File: config.mk
export PLATFORM = sky130hd
export DESIGN_NAME = mer_sweep_controller
export DESIGN_NICKNAME = d
export VERILOG_FILES = /design/src/rtl/mer_sweep_controller.sv
export SDC_FILE = /design/constraint.sdc
export NUM_CORES = 2
export LEC_CHECK = 0
export CAP_MARGIN = 0
export CORE_ASPECT_RATIO = 0.5
export CORE_UTILIZATION = 45
export CTS_BUF_LIST = sky130_fd_sc_hd__clkbuf_2
export DETAILED_ROUTE_END_ITERATION = 8
export PLACE_DENSITY = 0.63
export SLEW_MARGIN = 20
export SYNTH_ARGS = -nofsm -noshare
export SYNTH_HDL_FRONTEND = slang
export SYNTH_SLANG_ARGS = --single-unit
File: constraint.sdc
create_clock -name clk -period 4.4 [get_ports clk]
set_input_delay 0.44 -clock clk [delete_from_list [all_inputs] [get_ports clk]]
set_output_delay 0.44 -clock clk [all_outputs]
set_load 0.05 [all_outputs]
File: src/rtl/mer_sweep_controller.sv
// MER sweep sequencer: steps isi_power through NUM_STEPS settings, settles, accumulates
// error/errorless energy per step and reports via valid/ready. Optional MER_PEAK_DETECT_EN adds |error| peak.
module mer_sweep_controller #(
  parameter int DATA_WIDTH  = 18,
  parameter int LOG2_N      = 10,
  parameter int SETTLE_SYMS = 4,
  parameter int NUM_STEPS   = 8
) (
  input  logic                                  clk,
  input  logic                                  reset,
  input  logic                                  clk_en,
  input  logic                                  start,
  input  logic                                  abort,
  input  logic signed [DATA_WIDTH-1:0]          isi_start,
  input  logic signed [DATA_WIDTH-1:0]          isi_step,
  input  logic signed [DATA_WIDTH-1:0]          error,
  input  logic signed [DATA_WIDTH-1:0]          errorless,
  output logic signed [DATA_WIDTH-1:0]          isi_power,
  output logic                                  busy,
  output logic [7:0]                            step_idx,
  output logic [2*DATA_WIDTH-1+LOG2_N-1:0]      sum_err_sq,
  output logic [2*DATA_WIDTH-1+LOG2_N-1:0]      sum_sig_sq,
  output logic                                  result_valid,
  input  logic                                  result_ready,
  output logic                                  done,
  output logic [DATA_WIDTH-1:0]                 err_peak,
  output logic [2:0]                            dbg_state
);

  localparam int DW = DATA_WIDTH;
  localparam int SW = 2*DATA_WIDTH-1+LOG2_N;
  localparam int CW = (LOG2_N > 8) ? LOG2_N : 8;
  localparam logic [CW-1:0] SETTLE_LAST = CW'(SETTLE_SYMS-1);
  localparam logic [CW-1:0] ACCUM_LAST  = CW'((2**LOG2_N)-1);
  localparam logic [7:0]    STEP_LAST   = 8'(NUM_STEPS-1);

  typedef enum logic [2:0] {S_IDLE, S_LOAD, S_SETTLE, S_ACCUM, S_REPORT} state_t;

  state_t                 state_q;
  logic signed [DW-1:0]   isi_q;
  logic [7:0]             step_q;
  logic [SW-1:0]          sum_err_q, sum_sig_q;
  logic [SW-1:0]          sum_err_d, sum_sig_d;
  logic [CW-1:0]          cnt_q;
  logic                   valid_q, done_q;
  logic signed [2*DW-1:0] err_prod, sig_prod;

  // Clamp a DW+1-bit signed sum into the non-negative isi_power range.
  function automatic logic signed [DW-1:0] sat(input logic signed [DW:0] v);
    if (v[DW])        return '0;
    else if (v[DW-1]) return {1'b0, {(DW-1){1'b1}}};
    else              return v[DW-1:0];
  endfunction

  // Squares are non-negative and fit 2*DW-1 bits, so the product MSB is always zero.
  assign err_prod  = error * error;
  assign sig_prod  = errorless * errorless;
  assign sum_err_d = sum_err_q + SW'($unsigned(err_prod));
  assign sum_sig_d = sum_sig_q + SW'($unsigned(sig_prod));

`ifdef MER_PEAK_DETECT_EN
  logic [DW-1:0] peak_q, err_abs;
  always_comb begin
    err_abs = $unsigned(error);
    if (error == {1'b1, {(DW-1){1'b0}}}) err_abs = {1'b0, {(DW-1){1'b1}}};
    else if (error[DW-1])                err_abs = $unsigned(-error);
  end
  assign err_peak = peak_q;
`else
  assign err_peak = '0;
`endif

  always_ff @(posedge clk or negedge reset) begin
    if (!reset) begin
      state_q   <= S_IDLE;
      isi_q     <= '0;
      step_q    <= '0;
      sum_err_q <= '0;
      sum_sig_q <= '0;
      cnt_q     <= '0;
      valid_q   <= 1'b0;
      done_q    <= 1'b0;
`ifdef MER_PEAK_DETECT_EN
      peak_q    <= '0;
`endif
    end else begin
      done_q <= 1'b0;
      if (abort && state_q != S_IDLE) begin
        state_q <= S_IDLE;
        valid_q <= 1'b0;
      end else begin
        case (state_q)
          S_IDLE: begin
            if (start && !abort) begin
              isi_q   <= sat({isi_start[DW-1], isi_start});
              step_q  <= '0;
              state_q <= S_LOAD;
            end
          end
          S_LOAD: begin
            sum_err_q <= '0;
            sum_sig_q <= '0;
            cnt_q     <= '0;
`ifdef MER_PEAK_DETECT_EN
            peak_q    <= '0;
`endif
            state_q   <= S_SETTLE;
          end
          S_SETTLE: begin
            if (clk_en) begin
              if (cnt_q == SETTLE_LAST) begin
                cnt_q   <= '0;
                state_q <= S_ACCUM;
              end else begin
                cnt_q <= cnt_q + CW'(1);
              end
            end
          end
          S_ACCUM: begin
            if (clk_en) begin
              sum_err_q <= sum_err_d;
              sum_sig_q <= sum_sig_d;
`ifdef MER_PEAK_DETECT_EN
              if (err_abs > peak_q) peak_q <= err_abs;
`endif
              if (cnt_q == ACCUM_LAST) begin
                valid_q <= 1'b1;
                state_q <= S_REPORT;
              end else begin
                cnt_q <= cnt_q + CW'(1);
              end
            end
          end
          S_REPORT: begin
            // Handshake: result_valid && result_ready on a rising clk edge accepts the sums.
            if (result_ready) begin
              valid_q <= 1'b0;
              if (step_q == STEP_LAST) begin
                done_q  <= 1'b1;
                state_q <= S_IDLE;
              end else begin
                step_q  <= step_q + 8'd1;
                isi_q   <= sat({isi_q[DW-1], isi_q} + {isi_step[DW-1], isi_step});
                state_q <= S_LOAD;
              end
            end
          end
          default: state_q <= S_IDLE;
        endcase
      end
    end
  end

  assign isi_power    = isi_q;
  assign busy         = (state_q != S_IDLE);
  assign step_idx     = step_q;
  assign sum_err_sq   = sum_err_q;
  assign sum_sig_sq   = sum_sig_q;
  assign result_valid = valid_q;
  assign done         = done_q;
  assign dbg_state    = state_q;

endmodule
* Yosys cells after proc, flatten, opt, wreduce, memory -nomap -nowiden
Index checks and enable logic that the tools add are counted.
** Operators by class
- Reduce and logical (&&, ||, !) cells :: 14
- Multiply operators :: 2
- Bitwise logic cells :: 1
- Add/sub/neg operators :: 5
- Equal/unequal tests :: 19
- Multiplexer cells :: 38
** Operator list (count)
- $pmux 45 s2 :: 2
- $add 45x36->45 :: 2
- $mux 45 :: 2
- $mul 18x18->36 :: 2
- $mux 18 :: 3
- $mux 17 :: 3
- $mux 10 :: 4
- $pmux 18 s2 :: 1
- $pmux 10 s3 :: 1
- $mux 8 :: 3
- $mux 3 :: 7
- $add 18x18->19 :: 1
- $ne 3x3->1 const B :: 6
- $pmux 8 s2 :: 1
- $pmux 3 s5 :: 1
- $ne 2x2->1 const B :: 6
- $add 10x1->10 const B :: 1
- $eq 10x10->1 const B :: 1
- $eq 10x2->1 const B :: 1
- $reduce_and 5->1 :: 2
- $mux 1 :: 9
- $reduce_bool 3->1 :: 3
- $add 8x1->8 const B :: 1
- $eq 8x3->1 const B :: 1
- 12 further kinds :: 15
** Storage, ports and cells
- Flip-flop bits (word level) :: 131
- Logic and storage cells :: 87
- Bits of input ports :: 78
- Output and inout port bits :: 140

* Longest topological paths before layout
- Word-level depth :: 6
- Mapped depth :: 34

* Least setup slack after synthesis
OpenSTA, ideal clock, no wires.
- Path kind :: input -> register
- From :: input port errorless[17]
- To :: register sum_sig_q[39] (netlist: sum_sig_sq[39])
- Stages :: 30
- Slack :: -3569 ps
- Data arrival time :: 7891 ps
- Path through :: clkbuf_1 > clkbuf_1 > nand2_1 > fa_1 > inv_1 > fa_1 > inv_1 > fa_1 > inv_1 > fa_1 > fa_1 > inv_1 > fa_1 > inv_1 > ha_1 > clkbuf_1 > and3_1 > nand4_1 > o211a_4 > o211a_1 > or4b_1 > o211ai_1 > ha_1 > a21o_1 > a31o_2 > a21o_1 > a22o_1 > a311oi_1 > o21ai_0 > a21oi_1
** Between the ends
- Cells in the longest elaborated chain, start to end :: 4
** RTL lines
- start: declaration :: RTL line 17 : input logic signed [DATA_WIDTH-1:0] errorless,
- $mul 18x18->36 :: RTL line 57 : assign sig_prod = errorless * errorless;
- $add 45x36->45 :: RTL line 59 : assign sum_sig_d = sum_sig_q + SW'($unsigned(sig_prod));
- $mux 45 :: RTL line 120 : if (clk_en) begin
- $pmux 45 s2 :: RTL line 92 : case (state_q)
- end signal: assignment :: RTL line 122 : sum_sig_q <= sum_sig_d;
- end: declaration :: RTL line 42 : logic [SW-1:0] sum_err_q, sum_sig_q;
No other way between the ends. The select of a mux whose other input is x is not followed.
A chain may end at the register's enable or synchronous reset.

* Final worst setup path
- From :: input port errorless[5]
- To :: register sum_sig_q[43] (netlist: sum_sig_sq[43])
Same word-level chain as after synthesis.

==> impl_metrics.yaml <==
floorplanning:
  core_um2: 71400
  dieArea_um2: 73800
  ioPinCount: 218
  row_count: 69
  die_h_um: 193
  start_util: 0.458
  dieWidth_um: 383
worst_setup_path:
  critPathBufInv: 7
  slowest_stage: "fa_1"
  worstPathMaxFanout: 5
  path_class: "input pin to flop"
  cp_top_family: "adder cells"
  r2r-end: "isi_power[0]"
  reg2reg_depth: 11
  arrival_ns: 7.84
  cp_common_cell: "inv_2"
  critPathLaunchType: "input pin"
  r2r_start: "isi_power[0]"
  critPathLaunch: "errorless[5]"
  r2r_setup_slack_ns: 1.14
  slowest_delay_ns: 0.55
  cp.depth: 31
  endpoint_kind: "flop"
  required_ns: 5.16
  endpoint: "sum_sig_sq[43]"
clock_tree:
  clk_path_buf_depth: 2
  clk_latency_ns: 0.84
  clock-sinks: 130
  cts_root_buffer: "clkbuf_2"
  numCtsBuffers: 17
  h-tree-depth: 4
  clkSlewWorstSetupHoldPaths_ns: 0.24
  cts_tree: "done"
logic_synthesis:
  ys_seq_elements: 130
  ys_seq_area_frac: 0.0995
  synth.most_common_cell: "inv_1"
  synth-main-ff-cell: "dfrtp_1"
  yosys_warnings: 0
  synth_area_um2: 32700
  yosysTopAreaCell: "fa_1"
  synthTopCellsByArea: "fa_1, ha_1, dfrtp_1"
  synth_top_area_frac: 0.365
  avgSynthCellArea_um2: 8.77
  synthTopCellsByCount: "inv_1, fa_1, nand2_1, ha_1, nor2_1"
  synthCells: 3728
  yosysUniqueCellTypes: 88
  async_flop_share: 1.00
  synth_edf_count: 0
timing:
  finalWorstPathRequiredPeriod_ns: 7.09
  hold_viol_final: 0
  fin_tns_setup_ns: -149.36
  holdWs_ns: 0.149
  setup_viol: 75
  fmax_ghz: 0.141
  fin_worst_skew_ns: 0.0426
  worst_pin_slew_ns: 0.951
  worst_slack_ns: -2.69
  rsz0062_at_grt: "true"
  slew_violations: 0
  slew_headroom: 0.366
  post-route-period-util: 1.61
route:
  drc: 2
  dr.pass1.iters: 7
  wl_per_cell_um: 17.7
  vias: 29271
  wl_um: 101000
  drtIter0Drc: 1541
  vias_per_cell: 5.15
  ant_nets: 0
global_route:
  grt_pass1_vias: 30461
  grt_pass1_wl_um: 160000
  grt_usage: 0.275
  grt_max_degree: 80
  globalRouteOverflowTotal: 0
  grt_antenna_before_repair: 2
placement:
  gp_congestion: 0.936
  dpl-instance-area_um2: 42200
  port_buffers: 198
  place_hpwl_um: 79100
  pre_cts_slack_ns: -4.03
layout:
  area_growth_pct: 44.0
  final_area_um2: 47100
  drive_above_1_share: 0.347
  nets: 5692
flow_run:
  maxCapViolCount: 0
run_status:
  outcome: "complete, but fails checks"
  violations: "design-rule violations, negative setup slack"
hold_path:
  hp-class: "input pin to asynchronous set/reset pin"
==> metal layers <==
layer / GRT usage / part of all wire / wire length [um]
met5: 0 / 0 / 0
met4: 0.0585 / 0.020 / 1970
met2: 0.445 / 0.48 / 47800
met1: 0.396 / 0.45 / 45600
met3: 0.0302 / 0.053 / 5290
==> worst min-delay path by stage <==
stage	to	slack (ns)	cells after the start
2_1_floorplan	cnt_q[0]	0.14	0
3_3_place_gp	cnt_q[7]	0.50	1
3_5_place_dp	cnt_q[5]	0.50	1
4_1_cts	cnt_q[5]	0.07	2
5_1_grt	cnt_q[5]	0.1	2
6_report	cnt_q[5]	0.15	2
==> registers in the layout, indices dropped and copies added, names as in the netlist <==
register / cells
sum_err_sq: 45
sum_sig_sq: 45
isi_power: 17
cnt_q: 10
step_idx: 8
dbg_state: 3
done: 1
result_valid: 1
==> cell families after synthesis <==
| logic type | Yosys count | synth area share |
|---|---|---|
| muxes | 14 | 0.00444 |
| xor gates and xnor gates | 156 | 0.0418 |
| AOI/OAI and AO/OA | 605 | 0.122 |
| adders and majority gates | 902 | 0.482 |
| DFF | 130 | 0.0995 |
| and+or+nand+nor | 926 | 0.133 |
| other | 1 | 0.000115 |
| buffers and inverters | 994 | 0.117 |
==> cell type report <==
type                       instances  area, um2
clock buffer                      18       90.1
fill                            5610      24300
antenna                            1       2.50
clock inverter                    14        180
inverter                         864       3280
multi-input combinational       2622      29400
timing repair buffer            1077       9660
tap                              958       1200
sequential                       130       3250
==> cell usage in the layout (no fill, tap or decap), drive strengths merged, types with 22 or more instances in the layout <==
cell type      Yosys  final
o21a              24     24
dfrtp            130    130
buf               37    912
and3              30     30
nor2b             25     25
nor2             195    195
a21oi            156    156
a21o              65     65
and2              90     90
nand4             22     22
nor3              40     40
inv              864    866
ha               305    305
a211oi            27     27
fa               597    597
nand2b            27     27
o21bai            22     22
o21ai            154    154
nand2            343    343
xor2              46     46
nand3             97     97
clkdlybuf4s50      0    161
xnor2            110    110
==> stage by stage <==
step,instances,utilization
CTS,5642,0.636
detailed placement,5479,0.591
global route,5684,0.660
global placement,5479,0.591
finish,5684,0.660
floorplan,3746,-
==> timing repair <==
| item | in CTS | in global routing |
|---|---|---|
| hold buffers | 1 | 0 |
| setup buffers | 130 | 63 |
| resized for setup | 611 | 324 |
| hold endpoints to repair | 66 | 0 |
| gates cloned | 9 | 0 |
| pin swaps | 313 | 320 |
| setup endpoints to repair | 78 | 75 |
Power is left out: the tool's default activity adds up to more than one toggle a clock period on the data nets, which glitch-free logic cannot reach.
